**src/rtl/pc_sequencer_pkg.sv**
```systemverilog
// Shared uPC definitions: FSM states, fault codes and default widths
// common to the sequencer and the return-address stack.
package uPC_pkg;

  localparam int unsigned AW_DEF    = 8;
  localparam int unsigned DEPTH_DEF = 16;
  localparam int unsigned DEPTH_W   = 5;

  typedef enum logic [1:0] {
    ST_RUN      = 2'd0,
    ST_RET_WAIT = 2'd1,
    ST_HALTED   = 2'd2,
    ST_FAULT    = 2'd3
  } state_e;

  typedef enum logic [1:0] {
    FLT_NONE = 2'd0,
    FLT_OVF  = 2'd1,
    FLT_UNF  = 2'd2
  } fault_e;

endpackage

```
**src/rtl/pc_sequencer_depth_counter.sv**
```systemverilog
// Return-stack occupancy counter, falling-edge clocked like the stack.
// It saturates at 0 and DEPTH; the sequencer also gates inc/dec so that a
// refused push/pop never reaches the stack.
module depth_counter #(
  parameter int unsigned DEPTH = 16,
  parameter int unsigned CW    = 5
) (
  input  logic          nclk_i,
  input  logic          nreset_i,
  input  logic          inc_i,
  input  logic          dec_i,
  output logic [CW-1:0] count_o,
  output logic          full_o,
  output logic          empty_o
);

  logic [CW-1:0] count_q, count_d;

  assign full_o  = (count_q == CW'(DEPTH));
  assign empty_o = (count_q == '0);
  assign count_o = count_q;

  // Next occupancy: increment has priority, both ends saturate.
  always_comb begin
    count_d = count_q;
    if (inc_i && !full_o) begin
      count_d = count_q + CW'(1);
    end else if (dec_i && !empty_o) begin
      count_d = count_q - CW'(1);
    end
  end

  // Occupancy register.
  always_ff @(negedge nclk_i or negedge nreset_i) begin
    if (!nreset_i) begin
      count_q <= '0;
    end else begin
      count_q <= count_d;
    end
  end

endmodule

```
**src/rtl/pc_sequencer.sv**
```systemverilog
// uPC program-counter sequencer: next-PC selection, return-stack control
// (push/pop/return address), depth tracking and overflow/underflow fault.
module pc_sequencer
  import uPC_pkg::*;
#(
  parameter int unsigned    AW       = AW_DEF,
  parameter int unsigned    DEPTH    = DEPTH_DEF,
  parameter logic [AW-1:0]  RESET_PC = '0
) (
  input  logic                nclk,
  input  logic                nreset,
  input  logic                enable,
  input  logic                halt,
  input  logic                resume,
  input  logic                jump,
  input  logic                cjump,
  input  logic                flag,
  input  logic                call,
  input  logic                ret,
  input  logic [AW-1:0]       target,
  input  logic [AW-1:0]       stack_top,
  output logic [AW-1:0]       pc,
  output logic                push,
  output logic                pop,
  output logic [AW-1:0]       ret_addr,
  output logic                busy,
  output logic [DEPTH_W-1:0]  depth,
  output logic                fault,
  output logic [1:0]          fault_code
);

  state_e        state_q, state_d;
  fault_e        code_q, code_d;
  logic [AW-1:0] pc_q, pc_d;
  logic [AW-1:0] pc_inc;
  logic          full, empty;

  assign pc_inc     = pc_q + AW'(1);
  assign ret_addr   = pc_inc;
  assign pc         = pc_q;
  assign busy       = (state_q == ST_RET_WAIT);
  assign fault      = (state_q == ST_FAULT);
  assign fault_code = code_q;

  depth_counter #(
    .DEPTH (DEPTH),
    .CW    (DEPTH_W)
  ) u_depth (
    .nclk_i   (nclk),
    .nreset_i (nreset),
    .inc_i    (push),
    .dec_i    (pop),
    .count_o  (depth),
    .full_o   (full),
    .empty_o  (empty)
  );

  // Next-state, next-PC and stack strobes. Strobes are qualified with nreset
  // so the stack sees no push/pop while the sequencer is held in reset.
  always_comb begin
    state_d = state_q;
    pc_d    = pc_q;
    code_d  = code_q;
    push    = 1'b0;
    pop     = 1'b0;
    unique case (state_q)
      ST_RUN: begin
        if (enable) begin
          if (halt) begin
            state_d = ST_HALTED;
          end else if (ret) begin
            if (!empty) begin
              pop     = nreset;
              state_d = ST_RET_WAIT;
            end else begin
              state_d = ST_FAULT;
              code_d  = FLT_UNF;
            end
          end else if (call) begin
            if (!full) begin
              push = nreset;
              pc_d = target;
            end else begin
              state_d = ST_FAULT;
              code_d  = FLT_OVF;
            end
          end else if (jump) begin
            pc_d = target;
          end else if (cjump) begin
            pc_d = flag ? target : pc_inc;
          end else begin
            pc_d = pc_inc;
          end
        end
      end
      ST_RET_WAIT: begin
        pc_d    = stack_top;
        state_d = ST_RUN;
      end
      ST_HALTED: begin
        if (resume) begin
          state_d = ST_RUN;
        end
      end
      ST_FAULT: begin
      end
      default: begin
        state_d = ST_RUN;
      end
    endcase
  end

  // State, PC and fault-code registers, updated on the stack's clock edge.
  always_ff @(negedge nclk or negedge nreset) begin
    if (!nreset) begin
      state_q <= ST_RUN;
      pc_q    <= RESET_PC;
      code_q  <= FLT_NONE;
    end else begin
      state_q <= state_d;
      pc_q    <= pc_d;
      code_q  <= code_d;
    end
  end

endmodule

```
**config.mk**
```make
export PLATFORM = sky130hd
export DESIGN_NAME = pc_sequencer
export DESIGN_NICKNAME = d
export VERILOG_FILES = /design/src/rtl/pc_sequencer_pkg.sv /design/src/rtl/pc_sequencer_depth_counter.sv /design/src/rtl/pc_sequencer.sv
export SDC_FILE = /design/constraint.sdc
export NUM_CORES = 1
export LEC_CHECK = 0
export CAP_MARGIN = 20
export CORE_AREA = 5 5 66 83
export DETAILED_ROUTE_END_ITERATION = 8
export DIE_AREA = 0 0 71 88
export PLACE_DENSITY_LB_ADDON = 0.08
export SLEW_MARGIN = 20
export SYNTH_ARGS = -nofsm -noshare
export SYNTH_HDL_FRONTEND = slang
export SYNTH_SLANG_ARGS = --single-unit
```
**constraint.sdc**
```tcl
create_clock -name nclk -period 3.1 [get_ports nclk]
set_input_delay 0.465 -clock nclk [delete_from_list [all_inputs] [get_ports nclk]]
set_output_delay 0.465 -clock nclk [all_outputs]
set_load 0.03 [all_outputs]
```
# Word-level counts from Yosys, hierarchy flattened
# Cells that the tools add are included.
# word_totals
out_inout_bits,27
register_bits,17
# op_classes
add_sub_neg,3
muxes,34
reduce_logical,14
eq_ne,12
bitwise_logic,1
# ops
operator,count
$mux W8,8
$mux W2,11
$pmux W8 S2,1
$mux W1,11
$mux W5,2
$reduce_and A5 Y1,2
$add A8 B1 Y8 const B,1
$ne A2 B2 Y1 const B,4
$ne A4 B4 Y1 const B,2
$reduce_bool A2 Y1,4
$pmux W2 S3,1
$reduce_and A6 Y1,1
$add A5 B1 Y5 const B,1
$eq A5 B5 Y1 const B,1
$logic_not A5 Y1,1
$sub A5 B1 Y5 const B,1
$eq A2 B2 Y1 const B,2
$ne A3 B3 Y1 const B,1
$reduce_bool A3 Y1,1
$eq A2 B1 Y1 const B,1
$logic_and A1 B1 Y1,2
$logic_not A1 Y1,2
$logic_not A2 Y1,1
$ne A2 B1 Y1 const B,1
$not A1 Y1,1

# Depth between registers and ports, before layout
# depth
ltp_word,9
mapped_depth,10
mapped_depth_nobuf,10

# Modules after synthesis
# Synthesis repeated with hierarchy kept, for this count alone.
# unflattened
cells_unflattened,162
hier_area_um2,1381.3
# modules_own_cells
module,seq_area_each_um2,area_per_inst_um2,n_inst,cells_per_inst
pc_sequencer,300.3,938.4,1,113
depth_counter,125.1,442.9,1,49

==> impl_metrics.toml <==
[status]
status = "finished with violations"
violations = "setup timing"

[pwr]
p_per_area_nw_per_um2 = 998.7
power.total_mw = 2.853
vdd_drop_max_uv = 622.1
power.leakage_nw = 1.294

[layout]
syn2layout_area_growth_pct = 112.6
multi_input_area_um2 = 1092
seqCellArea_um2 = 425.4
drive_above_1_share_pct = 57.66
fillers = 427
finalNetCount = 311
num_antenna_cells = 0
utilization_pct = 61.77
final_cells = 334
finalInstanceArea_um2 = 2856

[setup_path]
slowest_delay_ps = 570
cpMostUsedCell = "buf_6"
cp-start-kind = "register"
crit_chain = "or4_4, o21ai_4, buf_6, nor2_4, buf_6"
r2r_slack_ps = 810
critPathSlowestCell = "or4_4"
cp.required_ps = 2630
crit_fanout = 2
cp-end-kind = "output pin"
arrival_ps = 3170
critPathKind = "reg2out"

[synthesis]
ys_dominant_reg_cell = "dfrtn_1"
synth_edf_count = 0
yosysWarnings = 0
synthAdderAreaFrac_pct = 9.870
netlist_area_um2 = 1344
syn_avg_cell_area_um2 = 9.080
synthArstFlopShare_pct = 100.0
yosys.area_share.simple_pct = 19.74
ys_types = 45
yosysSeqAreaShare_pct = 31.66
syn_nets = 184
synth_top_family_by_area = "compound AO/OA/AOI/OAI gates"
synth-xor-area-share_pct = 3.911
syn_inst = 148
synth_compound_area_share_pct = 19.83
ys_ff_latch = 17
synth_mux_area_share_pct = 9.404

[cts]
clockRootBuffer = "clkbuf_8"
htreeDepth = 1
clk_pin_slew_ps = 50
cts_tree = "built"
ctsHoldBuffers = 0
numCtsBuffers = 3
cts.sinks = 17
clk-insertion-delay-late_ps = 270
clockBufferDepth = 2

[die]
ioPinCount = 53
core-area_um2 = 4624
initial_core_util_pct = 29.06
dieArea_um2 = 6248
dieWidth_um = 71
dieHeight_um = 88
placementRows = 28

[flow_run]
maxCapViolCount = 0

[grt]
antenna_found_initial = 0
track_usage_pct = 16.15
grt_max_degree = 19
grt_pass1_wl_um = 8197
gr-total-overflow = 0
grt_pass1_vias = 1767

[drt]
ant_nets = 0
vias = 1610
drtPass1Iterations = 4
wl_per_cell_um = 14.75
via_per_inst = 4.820
drt_iter0_drc = 40
wirelength_um = 4927
drc = 0

[sta]
finalHoldViolCount = 0
tightest_slew_ps = 608.2
rsz0062_at_grt = "yes"
slew_headroom_pct = 59.37
worst_slack_ps = -536.6
skew_ps = 1.182
slew_violations = 0
final-setup-viol-count = 20

[placement]
placed_area_um2 = 2296
portBuffers = 52
gp_congestion = 0.8315
dp_hpwl_um = 3533
dp_cells = 303

[min_path]
hold_class = "reg2reg"
logic make-up (layout without fill, tap and decap cells):
group           count (synthesis)  count (layout)
mux                            11              11
xor+xnor                        6               6
fa+ha+maj                      10              10
simple gates                   51              51
buf+inv                        18             144
flops                          17              17
compound gates                 35              35
cells in the mapped netlist (2+ instances only):
library cell | n | share of area [%]
xor2_1 | 5 | 3.3
a21o_1 | 3 | 1.7
clkbuf_1 | 3 | 0.84
nand2b_1 | 2 | 0.93
a211o_1 | 2 | 1.3
a311o_1 | 3 | 2.2
inv_1 | 13 | 3.6
dfrtn_1 | 17 | 32
ha_1 | 9 | 8.4
mux2_4 | 2 | 2.2
nor3_1 | 6 | 2.2
nand2_1 | 12 | 3.4
a31oi_1 | 5 | 2.3
o21ai_0 | 7 | 2.6
nand3_1 | 4 | 1.5
a21oi_1 | 4 | 1.5
nor2_1 | 13 | 3.6
mux2i_1 | 4 | 3.0
mux2_2 | 5 | 4.2
nor2b_1 | 2 | 0.93
or3_1 | 3 | 1.4
power by group:
part	internal [mW]	switching, mW	total, mW
Combinational	1.19	1.08	2.26
Sequential	0.327	0.0929	0.420
Clock	0.0912	0.0795	0.171
worst paths after layout:
check | start | end | depth (start not counted)
max in group asynchronous | nreset | u_depth.count_o[1] | 2
max reg2reg | u_depth.count_o[0] | u_depth.count_o[4] | 10
min in group asynchronous | nreset | u_depth.count_o[4] | 2
min reg2reg | fault_code[1] | fault_code[1] | 1
min | fault_code[1] | fault_code[1] | 1
max | u_depth.count_o[0] | pop | 5
critical path: cells and delay by family (launching register included):
kind / cells / cell delay, ps
AOI/OAI and AO/OA: 1 / 160
buffers and inverters: 2 / 250
and+or+nand+nor: 2 / 600
DFF: 1 / 340
layout make-up:
| type | instances | share of cell area (%) |
|---|---|---|
| clock buffers | 4 | 1.577 |
| inverters | 13 | 1.708 |
| multi-input cells | 113 | 38.24 |
| flip-flops and latches | 17 | 14.89 |
| well taps | 60 | 2.628 |
| repair buffers | 127 | 40.95 |
per-layer routing:
layer	routed length (um)	vias to the layer above	GRT usage, %
met5	0	-	0
met1	1939	788	17.74
met2	2747	39	31.81
met4	23	0	3.932
li1	-	781	-
met3	216	2	2.755
through the flow:
stage / setup slack, ps / TNS, ps / hold WS [ps]
final: -536.6 / -6374 / 490.6
after global routing: -601.0 / -7486 / 526.1
after CTS: -541.0 / -5680 / 498.4
after detailed placement: -1160 / -12810 / 498.5
after global placement: -1059 / -12310 / 479.1
after floorplan: -724.8 / -4728 / 525.1
state kept, by name (all words and copies together) (netlist names):
name,count
u_depth.count_o,5
fault_code,2
state_q,2
pc,8
cells in the final DEF (no fill, tap or decap), drive strengths merged, types with 3 or more instances in the layout:
master and count:
a31oi 5, ha 9, clkbuf 4, a21o 3
xor2 5, mux2 7, inv 13, nor2 13
dfrtn 17, clkdlybuf4s50 17, a21oi 4, nand2 12
o21ai 8, nor3 6, mux2i 4, nand3 4
a311o 3, or3 3, buf 107
timing repair:
| action | 4_1_cts | 5_1_grt |
|---|---|---|
| endpoints found under the setup margin | 31 | 29 |
| buffers inserted | 16 | 18 |
| resized for setup | 92 | 22 |
| pin swaps | 22 | 23 |
Power figures use the tool's default switching activity.
